### config.mk
export PLATFORM = sky130hd
export DESIGN_NAME = acorn128_decrypt_core
export DESIGN_NICKNAME = d
export VERILOG_FILES = /design/src/rtl/acorn128_pkg.sv /design/src/rtl/acorn128_dec_step.sv /design/src/rtl/fbk128.sv /design/src/rtl/ksg128.sv /design/src/rtl/acorn128_decrypt_core.sv
export SDC_FILE = /design/constraint.sdc
export NUM_CORES = 1
export LEC_CHECK = 0
export CORE_AREA = 2 2 239 241
export CTS_BUF_LIST = sky130_fd_sc_hd__clkbuf_4
export CTS_CLUSTER_SIZE = 8
export DETAILED_ROUTE_END_ITERATION = 7
export DIE_AREA = 0 0 241 243
export GPL_ROUTABILITY_DRIVEN = 1
export PLACE_DENSITY_LB_ADDON = 0.08
export SETUP_SLACK_MARGIN = 0.15
export SYNTH_ARGS = -nofsm -noshare
export SYNTH_HDL_FRONTEND = slang
export SYNTH_SLANG_ARGS = --single-unit
### constraint.sdc
create_clock -name clk -period 13.85 [get_ports clk]
set_input_delay 2.77 -clock clk [delete_from_list [all_inputs] [get_ports clk]]
set_output_delay 2.77 -clock clk [all_outputs]
set_load 0.01 [all_outputs]
### src/rtl/acorn128_pkg.sv
// rtl/acorn128_pkg.sv - shared constants, FSM encoding and boolean helpers for ACORN-128
package acorn128_pkg;

    localparam int STATE_W = 293;

    localparam int T0   = 0;
    localparam int T12  = 12;
    localparam int T23  = 23;
    localparam int T61  = 61;
    localparam int T66  = 66;
    localparam int T107 = 107;
    localparam int T111 = 111;
    localparam int T154 = 154;
    localparam int T160 = 160;
    localparam int T193 = 193;
    localparam int T196 = 196;
    localparam int T230 = 230;
    localparam int T235 = 235;
    localparam int T244 = 244;

    typedef enum logic [2:0] {
        ST_IDLE,
        ST_WAIT_C,
        ST_SHIFT,
        ST_OUT,
        ST_FIN
    } fsm_e;

    function automatic logic maj(input logic x, input logic y, input logic z);
        return (x & y) ^ (x & z) ^ (y & z);
    endfunction

    function automatic logic ch(input logic x, input logic y, input logic z);
        return (x & y) ^ (~x & z);
    endfunction

endpackage

### src/rtl/acorn128_dec_step.sv
// rtl/acorn128_dec_step.sv - one combinational decrypt step: recover a plaintext bit and advance the state
module acorn128_dec_step
    import acorn128_pkg::*;
(
    input  logic [STATE_W-1:0] state_i,
    input  logic               c_bit_i,
    input  logic               ca_i,
    input  logic               cb_i,
    output logic [STATE_W-1:0] next_state_o,
    output logic               p_bit_o
);

    logic [STATE_W-1:0] s;
    logic               ks;
    logic               f;

    // Each LFSR segment folds in values taken before the next lower segment is touched.
    always_comb begin
        s       = state_i;
        s[289]  = s[289]  ^ s[T235] ^ s[T230];
        s[T230] = s[T230] ^ s[T196] ^ s[T193];
        s[T193] = s[T193] ^ s[T160] ^ s[T154];
        s[T154] = s[T154] ^ s[T111] ^ s[T107];
        s[T107] = s[T107] ^ s[T66]  ^ s[T61];
        s[T61]  = s[T61]  ^ s[T23]  ^ s[T0];
    end

    ksg128 u_ksg (
        .s12_i  (s[T12]),
        .s154_i (s[T154]),
        .s235_i (s[T235]),
        .s61_i  (s[T61]),
        .s193_i (s[T193]),
        .s230_i (s[T230]),
        .s111_i (s[T111]),
        .s66_i  (s[T66]),
        .ks_o   (ks)
    );

    fbk128 u_fbk (
        .s0_i   (s[T0]),
        .s107_i (s[T107]),
        .s244_i (s[T244]),
        .s23_i  (s[T23]),
        .s160_i (s[T160]),
        .s196_i (s[T196]),
        .ks_i   (ks),
        .ca_i   (ca_i),
        .cb_i   (cb_i),
        .f_o    (f)
    );

    assign p_bit_o      = c_bit_i ^ ks;
    assign next_state_o = {f ^ p_bit_o, s[STATE_W-1:1]};

endmodule

### src/rtl/fbk128.sv
// rtl/fbk128.sv - ACORN-128 nonlinear feedback bit from the linearly updated state
module fbk128
    import acorn128_pkg::*;
(
    input  logic s0_i,
    input  logic s107_i,
    input  logic s244_i,
    input  logic s23_i,
    input  logic s160_i,
    input  logic s196_i,
    input  logic ks_i,
    input  logic ca_i,
    input  logic cb_i,
    output logic f_o
);

    assign f_o = s0_i ^ (~s107_i) ^ maj(s244_i, s23_i, s160_i) ^ (ca_i & s196_i) ^ (cb_i & ks_i);

endmodule

### src/rtl/ksg128.sv
// rtl/ksg128.sv - ACORN-128 keystream bit from the linearly updated state
module ksg128
    import acorn128_pkg::*;
(
    input  logic s12_i,
    input  logic s154_i,
    input  logic s235_i,
    input  logic s61_i,
    input  logic s193_i,
    input  logic s230_i,
    input  logic s111_i,
    input  logic s66_i,
    output logic ks_o
);

    assign ks_o = s12_i ^ s154_i ^ maj(s235_i, s61_i, s193_i) ^ ch(s230_i, s111_i, s66_i);

endmodule

### src/rtl/acorn128_decrypt_core.sv
// rtl/acorn128_decrypt_core.sv - bit-serial ACORN-128 decryption: byte handshakes around one step per cycle
module acorn128_decrypt_core
    import acorn128_pkg::*;
#(
    parameter logic CA_MSG = 1'b1,
    parameter logic CB_MSG = 1'b0
) (
    input  logic               clk,
    input  logic               rst,
    input  logic               load_valid,
    output logic               load_ready,
    input  logic [STATE_W-1:0] state_in,
    input  logic               c_valid,
    output logic               c_ready,
    input  logic [7:0]         c_data,
    input  logic               c_last,
    output logic               p_valid,
    input  logic               p_ready,
    output logic [7:0]         p_data,
    output logic               p_last,
    output logic               done,
    output logic [STATE_W-1:0] state_out
);

    fsm_e               fsm_q;
    logic [STATE_W-1:0] state_q;
    logic [STATE_W-1:0] state_d;
    logic [7:0]         c_data_q;
    logic               c_last_q;
    logic [7:0]         p_data_q;
    logic [2:0]         cnt_q;
    logic               p_bit_d;

    acorn128_dec_step u_step (
        .state_i      (state_q),
        .c_bit_i      (c_data_q[cnt_q]),
        .ca_i         (CA_MSG),
        .cb_i         (CB_MSG),
        .next_state_o (state_d),
        .p_bit_o      (p_bit_d)
    );

    always_ff @(posedge clk or posedge rst) begin
        if (rst) begin
            fsm_q    <= ST_IDLE;
            state_q  <= '0;
            c_data_q <= '0;
            c_last_q <= 1'b0;
            p_data_q <= '0;
            cnt_q    <= '0;
        end else begin
            case (fsm_q)
                ST_IDLE: if (load_valid) begin
                    state_q <= state_in;
                    fsm_q   <= ST_WAIT_C;
                end
                ST_WAIT_C: if (c_valid) begin
                    c_data_q <= c_data;
                    c_last_q <= c_last;
                    cnt_q    <= '0;
                    fsm_q    <= ST_SHIFT;
                end
                ST_SHIFT: begin
                    state_q         <= state_d;
                    p_data_q[cnt_q] <= p_bit_d;
                    // Counter rolls 7->0 on the same edge that leaves SHIFT.
                    cnt_q           <= cnt_q + 3'd1;
                    if (cnt_q == 3'd7) fsm_q <= ST_OUT;
                end
                ST_OUT: if (p_ready) fsm_q <= c_last_q ? ST_FIN : ST_WAIT_C;
                ST_FIN:  fsm_q <= ST_IDLE;
                default: fsm_q <= ST_IDLE;
            endcase
        end
    end

    assign load_ready = (fsm_q == ST_IDLE);
    assign c_ready    = (fsm_q == ST_WAIT_C);
    assign p_valid    = (fsm_q == ST_OUT);
    assign p_last     = (fsm_q == ST_OUT) & c_last_q;
    assign done       = (fsm_q == ST_FIN);
    assign p_data     = p_data_q;
    assign state_out  = state_q;

endmodule

==> metrics, run 1 <==
antenna violations before repair 15; Met3 Wirelength about 5300 microns; Ys Warns 0; GRT Util Overall 0.189; core area ~56000 sq um; met2 routed WL between 20000 and 30000 microns; met1 WL roughly 23000 microns; die span in y between 200 and 250 microns; final instance area ~23000 sq um; post-cts sizing count 0; average size of a mapped cell between 10 and 15 sq um; FF/Latch Area 7910 sq um; max-slew violations 0; io pins around 600; Fin. Hold Viols 0; vias in the first global route between 10k and 15k; maxcap violations 0; Filler Cells Inserted around 5.6k; vias roughly 13k; Hold Crit Class reg -> reg; share of flip-flops with an asynchronous set or reset 1.00; Top Layer Used met5; CTS tree yes; WP data arrival approximately 2.5 ns; VDD IR-drop max 0.166 mV; dpl hpwl 40400 microns; number of flops mapped to enable cells by yosys 0; drt drc 0; Initial Util 0.262; count of final setup violators 0; setup TNS 0 ns; skew final roughly 0.050 ns; CP max FO 11; Placed Area roughly 21000 sq um; flops & latches, synth between 300 and 400; Iteration-0 DRC Markers about 500; Slew @ Worst Pin 1.11 ns; RSZ-0062 raised after global routing no; WL per Instance 19.8 microns; Worst setup SP type flop; Hold-fix buffers, CTS 0; area of the die a little under 60000 sq um; First-pass DRT Iterations 4; power density cells between 200 and 250 nW/um^2; site row count 87; post-synthesis cell type count 37; Leak Pwr roughly 0.0088 uW; antenna-violating nets left 0; status completed; root buffer selected by CTS clkbuf_4; Tcrit/Tclk final 0.379; NumNets Final ~2.3k; sequential element share of the synthesized area 0.540; layout cells sized above 1 0.0900; GPL Wtd Cong between 0.7 and 0.8; gr ovfl total 0; Reg clk slew, reported paths 0.06 ns; post-CTS setup buffers 0; final WL between 50000 and 60000 microns; min setup slack post-route ~8.6 ns; Mapped Area approximately 15000 sq um; pre-CTS setup slack 8.07 ns; Slew HR 0.258; pin count of the biggest net entering global routing about 260; Synth Flop Type dfrtp_1; Design Power between 5000 and 6000 uW; multi-input logic area 6190 sq um; Die Wd approximately 240 microns; WHS 0.472 ns; CP Data Required Time between 10 and 15 ns; Tmin final roughly 5.3 ns; syn_nets 1701; Clk Latency, worst-skew pair roughly 0.85 ns; port bufs ~610; Area Growth Syn to Fin 54.5%; CP Capture Type output port; Mapped Cells ~1.4k; clk sink count 316; Max Root-Sink Buffers 3; crit path kind reg -> out; H-tree levels 3; Num CTS Buffers between 90 and 100; Avg Vias per Cell 4.41; FMAX ~190 MHz; first-pass GRT wire length approximately 84000 microns
-- metrics by stage --
step / utilization / instances
finish: 0.404 / 2846
global route: 0.404 / 2844
CTS: 0.404 / 2833
detailed placement: 0.381 / 2660
global placement: 0.381 / 2660
floorplan: - / 1392
-- final cells by class --
cell class,count,area share
Sequential cell,316,0.350
Timing Repair Buffer,624,0.276
Multi-Input combinational cell,961,0.274
Clock buffer,144,0.0478
Tap cell,756,0.0418
Clock inverter,29,0.00874
Antenna cell,13,0.00144
Inverter,3,0.000830
-- synthesized netlist by cell type, types with 2 or more instances --
cell type / count / area, sq um
buf_4: 10 / 75.1
and2_1: 3 / 18.8
buf_1: 5 / 18.8
and3_1: 2 / 12.5
mux2_2: 17 / 191
o21ai_0: 295 / 1480
xor2_1: 7 / 61.3
a21oi_1: 2 / 10.0
nand2b_1: 2 / 12.5
a22oi_1: 6 / 45.0
nor2_1: 4 / 15.0
nand3_1: 3 / 15.0
nor3_1: 2 / 10.0
ha_1: 2 / 25.0
nand2_1: 298 / 1120
nor2b_1: 3 / 18.8
nor4_1: 2 / 12.5
xnor2_1: 9 / 78.8
mux2i_1: 291 / 2910
buf_2: 53 / 265
clkbuf_1: 42 / 158
dfrtp_1: 316 / 7910
nor3b_1: 2 / 15.0
inv_1: 3 / 11.3
-- state kept, by name, summed over array words and instances, names as in the netlist --
signal / count
state_out: 293
c_data_q: 8
p_data: 8
cnt_q: 3
fsm_q: 3
c_last_q: 1
-- worst max-delay path: stages, from the launching register on --
cell and delay [ns]:
dfrtp_1 0.58, nor3b_1 0.44, clkdlybuf4s50_1 0.65
-- worst paths after layout --
path	depth (start not counted)	to	start	slack, ns
setup / recovery	2	c_ready	fsm_q[0]	8.60
hold / removal	2	state_out[95]	state_out[96]	0.47
setup reg to reg	6	state_out[182]	fsm_q[1]	9.75
hold reg to reg	2	state_out[95]	state_out[96]	0.47
max in group asynchronous	3	state_out[242]	rst	10.10
min in group asynchronous	2	state_out[176]	rst	2.40
-- routing by layer --
metal | up-vias | global-route usage
li1 | 6098 | -
met1 | 5940 | 0.219
met2 | 403 | 0.310
met3 | 96 | 0.0840
met4 | 12 | 0.0592
met5 | - | 0
-- kinds of logic (layout without fill, tap and decap cells) --
group | count (synthesis) | in the layout | synth area share
AO/OA/AOI/OAI | 307 | 307 | 0.107
XOR/XNOR | 18 | 18 | 0.0127
adder cells (fa/ha/maj) | 4 | 4 | 0.00316
buffers and inverters | 115 | 800 | 0.0374
flip-flops | 316 | 316 | 0.540
multiplexers | 309 | 309 | 0.214
other | 0 | 13 | 0
AND/OR/NAND/NOR | 323 | 323 | 0.0862
-- power breakdown --
group	leakage, uW	internal (uW)	total (uW)	switching, uW
combinational	0.00413	1340	2640	1310
clock	0.000755	528	968	440
sequential	0.00394	1380	1780	402
-- layout by cell type, fill, tap and decap left out, types with 3 or more instances in the layout --
master | synthesis | routed
clkdlybuf4s50_1 | 0 | 612
dfrtp_1 | 316 | 316
nand2_1 | 298 | 298
o21ai_0 | 295 | 295
mux2i_1 | 291 | 291
clkbuf_4 | 1 | 144
clkinv_1 | 0 | 21
mux2_2 | 17 | 17
diode_2 | 0 | 13
buf_4 | 10 | 10
xnor2_1 | 9 | 9
xor2_1 | 7 | 7
a22oi_1 | 6 | 6
nor2_1 | 4 | 4
nand3_1 | 3 | 3
bufinv_16 | 0 | 3
(Power assumes the default switching activity.)
==> inputs of run 2 (changes only) <==
clock period = 5 ns   (was 13.85 ns; I/O delays follow)
==> metrics, run 2 (synthesis gave the netlist of run 1 again) <==
Cells after DPL 2664 (was 2660); status completed (unchanged); drt drc 0 (unchanged); skew final 0.0684 ns (was 0.0503 ns); pin count of the biggest net entering global routing 198 (was 256); antenna violations before repair 17 (was 15); count of final setup violators 0 (unchanged); layout cells sized above 1 0.0918 (was 0.0900); CP cell instances nor3b_1, clkdlybuf4s50_1 (unchanged); max-slew violations 0 (unchanged); highest-count cells in the layout ignoring fill and taps clkdlybuf4s50_1, dfrtp_1, nand2_1 (unchanged); maxcap violations 0 (unchanged); post-CTS setup buffers 0 (unchanged); NumNets Final 2316 (was 2314); Num CTS Buffers 97 (was 99); CTS tree yes (unchanged); Hold Path Cell Cnt 2 (unchanged); final WL 56400 microns (was 56500 microns); VDD IR-drop max 0.471 mV (was 0.166 mV); First-pass DRT Iterations 5 (was 4); Reg clk slew, reported paths 0.06 ns (about the same); FMAX 286 MHz; Filler Cells Inserted 5594 (was 5642); RSZ-0062 raised after global routing no (unchanged); crit path kind reg -> out (unchanged); antenna-violating nets left 0 (unchanged); Area Growth Syn to Fin 54.8% (was 54.5%); CP max FO 11 (unchanged); Fin. Hold Viols 0 (unchanged); die span in y 243 microns (unchanged); area of the die 58600 sq um (unchanged); first-pass GRT wire length 83000 microns (was 83600 microns); GRT Util Overall 0.188 (was 0.189); Largest stage delay, worst path 0.65 ns (about the same); WP data arrival 2.49 ns (was 2.48 ns); io pins 613 (unchanged); Slew @ Worst Pin 0.839 ns (was 1.11 ns); site row count 87 (unchanged); Seq pwr share 0.331 (about the same); Max Root-Sink Buffers 3 (unchanged); Final Non-Filler Cells 2838 (was 2846); Hold Crit Class reg -> reg (unchanged); Slew HR 0.441 (was 0.258); commonest non-fill, non-tap cell in the layout clkdlybuf4s50_1 (unchanged); Sw Share 0.399 (was 0.398); Die Wd 241 microns (unchanged); post-cts sizing count 0 (unchanged); Largest register FFs 293 (unchanged); vias 12.6k (was 12.5k); H-tree levels 3 (unchanged); Placed Area 21400 sq um (was 21300 sq um); CP Capture Type output port (unchanged); port bufs 612 (unchanged); CP Data Required Time 4.00 ns (was 11.08 ns); Iteration-0 DRC Markers 567 (was 490); Worst setup SP type flop (unchanged); Avg Vias per Cell 4.43 (was 4.41); Worst Reg-to-Reg Cells 5 (was 6); min setup slack post-route 1.51 ns (was 8.60 ns); root buffer selected by CTS clkbuf_4 (unchanged); power density cells 656 nW/um^2 (was 238 nW/um^2); Initial Util 0.262 (unchanged); core area 56000 sq um (unchanged); clock share of power 0.175 (was 0.180); Hold-fix buffers, CTS 0 (unchanged); gr ovfl total 0 (unchanged); pre-CTS setup slack 1.85 ns (was 8.07 ns); Tcrit/Tclk final 0.698; final instance area 22700 sq um (was 22600 sq um); P_int 8940 uW (was 3250 uW); clk sink count 316 (unchanged); dpl hpwl 41100 microns (was 40400 microns); Tmin final roughly 3.5 ns; Clk Latency, worst-skew pair 0.86 ns (was 0.85 ns); Slowest-stage cell, CP clkdlybuf4s50_1 (unchanged); Leak Pwr 0.00884 uW (was 0.00883 uW); Switch Pwr 5930 uW (was 2150 uW); vias in the first global route 13.0k (was 13.2k); Design Power 14900 uW (was 5390 uW); GPL Wtd Cong 0.794 (was 0.787); WL per Instance 19.9 microns (was 19.8 microns); Combinational Power Share 0.494 (was 0.490)
## run 2: cell types whose count changed in the layout (fill, tap and decap cells not counted), sizes merged
cell	delta
clkinvlp	+1
buf	+4
clkinv	-10
clkbuf	-1
bufinv	-1
inv	-1
## run 2: worst paths after layout
path | from | end | slack (ns)
worst min-delay path | state_out[62] | state_out[61] | 0.48
worst max register to register | fsm_q[1] | state_out[219] | 2.24
max in group asynchronous | rst | state_out[215] | 3.21
worst min register to register | state_out[62] | state_out[61] | 0.48
min in group asynchronous | rst | state_out[22] | 0.66
worst max-delay path | fsm_q[0] | c_ready | 1.51
## run 2: through the flow
| stage | util | hold slack [ns] | TNS, ns |
|---|---|---|---|
| after floorplan | - | 0.480 | -66.63 |
| after global placement | 0.383 | 0.485 | 0 |
| after detailed placement | 0.383 | 0.494 | 0 |
| after CTS | 0.404 | 0.476 | 0 |
| after global routing | 0.405 | 0.493 | 0 |
| final | 0.405 | 0.477 | 0 |
## run 2: routing by layer
layer / global-route usage / part of all wire / up-vias
met3: 0.0813 / 0.090 / 96
met2: 0.312 / 0.49 / 400
met1: 0.218 / 0.40 / 5968
li1: - / - / 6088
met5: 0 / 0.0013 / -
met4: 0.0601 / 0.023 / 12
## run 2: cell type report
class / count / area [sq um] / share of cell area
flip-flops and latches: 316 / 7910 / 0.349
repair buffers: 628 / 6360 / 0.281
multi-input cells: 961 / 6190 / 0.273
clock buffers: 143 / 1070 / 0.0474
well taps: 756 / 946 / 0.0417
clock inverters: 18 / 135 / 0.00596
diodes: 13 / 32.5 / 0.00144
inverters: 3 / 15.0 / 0.000663
## run 2: critical path: cells and delay by family, from the launching register on
family | cells | cell delay (ns)
and+or+nand+nor | 1 | 0.42
buffers and inverters | 1 | 0.65
DFF | 1 | 0.59
## run 2: power by group through the flow
stage                     registers, uW  clock network (uW)  logic [uW]
after floorplan                    5180                   0        3400
after global placement             4970                   0        7420
after detailed placement           4980                   0        7470
after CTS                          4960                2730        7510
after global routing               5130                2880        8060
final                              4930                2600        7350
==> inputs of run 3 (changes only) <==
clock period = 3.1 ns   (was 5 ns; I/O delays follow)
==> metrics, run 3 (synthesis gave the netlist of run 1 again) <==
Slowest-stage cell, CP clkdlybuf4s50_1 (unchanged); Clk Latency, worst-skew pair 0.82 ns (was 0.86 ns); CP Capture Type output port (unchanged); RSZ-0062 raised after global routing no (unchanged); pre-CTS setup slack 0.535 ns (was 1.85 ns); CP cell instances nor2b_4, and2_1, clkdlybuf4s50_1 (was nor3b_1, clkdlybuf4s50_1); Avg Vias per Cell 4.43 (about the same); final WL 57300 microns (was 56400 microns); area of the die 58600 sq um (unchanged); max-slew violations 0 (unchanged); H-tree levels 3 (unchanged); core area 56000 sq um (unchanged); Tcrit/Tclk final 0.904; crit path kind reg -> out (unchanged); io pins 613 (unchanged); antenna-violating nets left 0 (unchanged); pin count of the biggest net entering global routing 259 (was 198); port bufs 612 (unchanged); layout cells sized above 1 0.0944 (was 0.0918); Iteration-0 DRC Markers 406 (was 567); worst reg2reg setup slack 0.76 ns (was 2.24 ns); WP data arrival 2.18 ns (was 2.49 ns); drt drc 0 (unchanged); commonest non-fill, non-tap cell in the layout clkdlybuf4s50_1 (unchanged); site row count 87 (unchanged); Initial Util 0.262 (unchanged); first-pass GRT wire length 84900 microns (was 83000 microns); CP Data Required Time 2.48 ns (was 4.00 ns); Slew HR 0.305 (was 0.441); vias 12.6k (about the same); Largest register FFs 293 (unchanged); maxcap violations 0 (unchanged); min setup slack post-route 0.298 ns (was 1.51 ns); gr ovfl total 0 (unchanged); Max Root-Sink Buffers 3 (unchanged); Fin. Hold Viols 0 (unchanged); Leak Pwr 0.00887 uW (was 0.00884 uW); Worst path top cell family by delay buffers and inverters (unchanged); clk sink count 316 (unchanged); count of final setup violators 0 (unchanged); Area Growth Syn to Fin 55.3% (was 54.8%); root buffer selected by CTS clkbuf_4 (unchanged); Num CTS Buffers 97 (unchanged); Reg clk slew, reported paths 0.07 ns (was 0.06 ns); Design Power 24000 uW (was 14900 uW); die span in y 243 microns (unchanged); Die Wd 241 microns (unchanged); power density cells 1060 nW/um^2 (was 656 nW/um^2); highest-count cells in the layout ignoring fill and taps clkdlybuf4s50_1, dfrtp_1, nand2_1 (unchanged); CTS tree yes (unchanged); vias in the first global route 13.1k (was 13.0k); Util after Layout 0.406 (was 0.405); Largest stage delay, worst path 0.58 ns (was 0.65 ns); NumNets Final 2321 (was 2316); Cells after DPL 2667 (was 2664); VDD IR-drop max 0.746 mV (was 0.471 mV); antenna violations before repair 12 (was 17); GRT Util Overall 0.192 (was 0.188); Worst setup SP type flop (unchanged); CP max FO 6 (was 11); Hold Crit Class in -> async (was reg -> reg); First-pass DRT Iterations 4 (was 5); FMAX roughly 360 MHz; WL per Instance 20.2 microns (was 19.9 microns); dpl hpwl 41400 microns (was 41100 microns); GPL Wtd Cong 0.804 (was 0.794); Final Non-Filler Cells 2841 (was 2838); skew final 0.0441 ns (was 0.0684 ns); CP Buf/Inv Count 1 (unchanged); Tmin final ~2.8 ns; Slew @ Worst Pin 1.04 ns (was 0.839 ns); status completed (unchanged)
-- run 3: area by class of cell --
| cell class | instances | area (sq um) |
|---|---|---|
| inverter | 3 | 15.0 |
| sequential | 316 | 7910 |
| antenna | 9 | 22.5 |
| clock buffer | 140 | 1050 |
| fill | 5635 | 33200 |
| tap | 756 | 946 |
| timing repair buffer | 633 | 6420 |
| multi-input combinational | 961 | 6220 |
| clock inverter | 23 | 144 |
-- run 3: worst paths after layout --
kind | from | to | depth (start not counted)
worst min-delay path | rst | state_out[36] | 3
max in group asynchronous | rst | state_out[150] | 3
worst max-delay path | fsm_q[1] | p_valid | 3
min in group clk | state_in[292] | state_out[292] | 3
worst min register to register | state_out[97] | state_out[96] | 2
worst max register to register | cnt_q[1] | state_out[292] | 6
-- run 3: repair_timing --
action	in CTS	in global routing
pin swaps	0	0
buffers inserted	0	2
endpoints found under the setup margin	4	2
hold buffers	0	0
resized for setup	6	3
-- run 3: tightest hold or removal path, stage by stage --
cell and delay (ns):
clkdlybuf4s50_1 0.47, clkinvlp_4 0.15, buf_12 0.26
-- run 3: layer usage --
metal  global-route usage  part of all wire  vias to the layer above  wire length (microns)
met4               0.0525             0.019                       10                   1100
met3               0.0881              0.10                       85                   5700
met5                    0            0.0012                        -                     69
li1                     -                 -                     6109                      -
met1                0.224              0.39                     5992                  22600
met2                0.318              0.49                      399                  27900
-- run 3: through the flow --
stage               setup TNS [ns]  hold slack (ns)  instance area [sq um]
floorplan                  -546.95            0.480                  14600
global placement                 0            0.489                  21500
detailed placement               0            0.488                  21500
CTS                              0            0.236                  22700
global route                     0            0.235                  22700
finish                           0            0.307                  22700
-- run 3: power by group --
part | internal, uW | total, uW | switching (uW) | leakage [uW]
Combinational | 6070 | 11900 | 5840 | 0.00422
Sequential | 6180 | 7990 | 1810 | 0.00394
Clock | 2210 | 4150 | 1940 | 0.000712
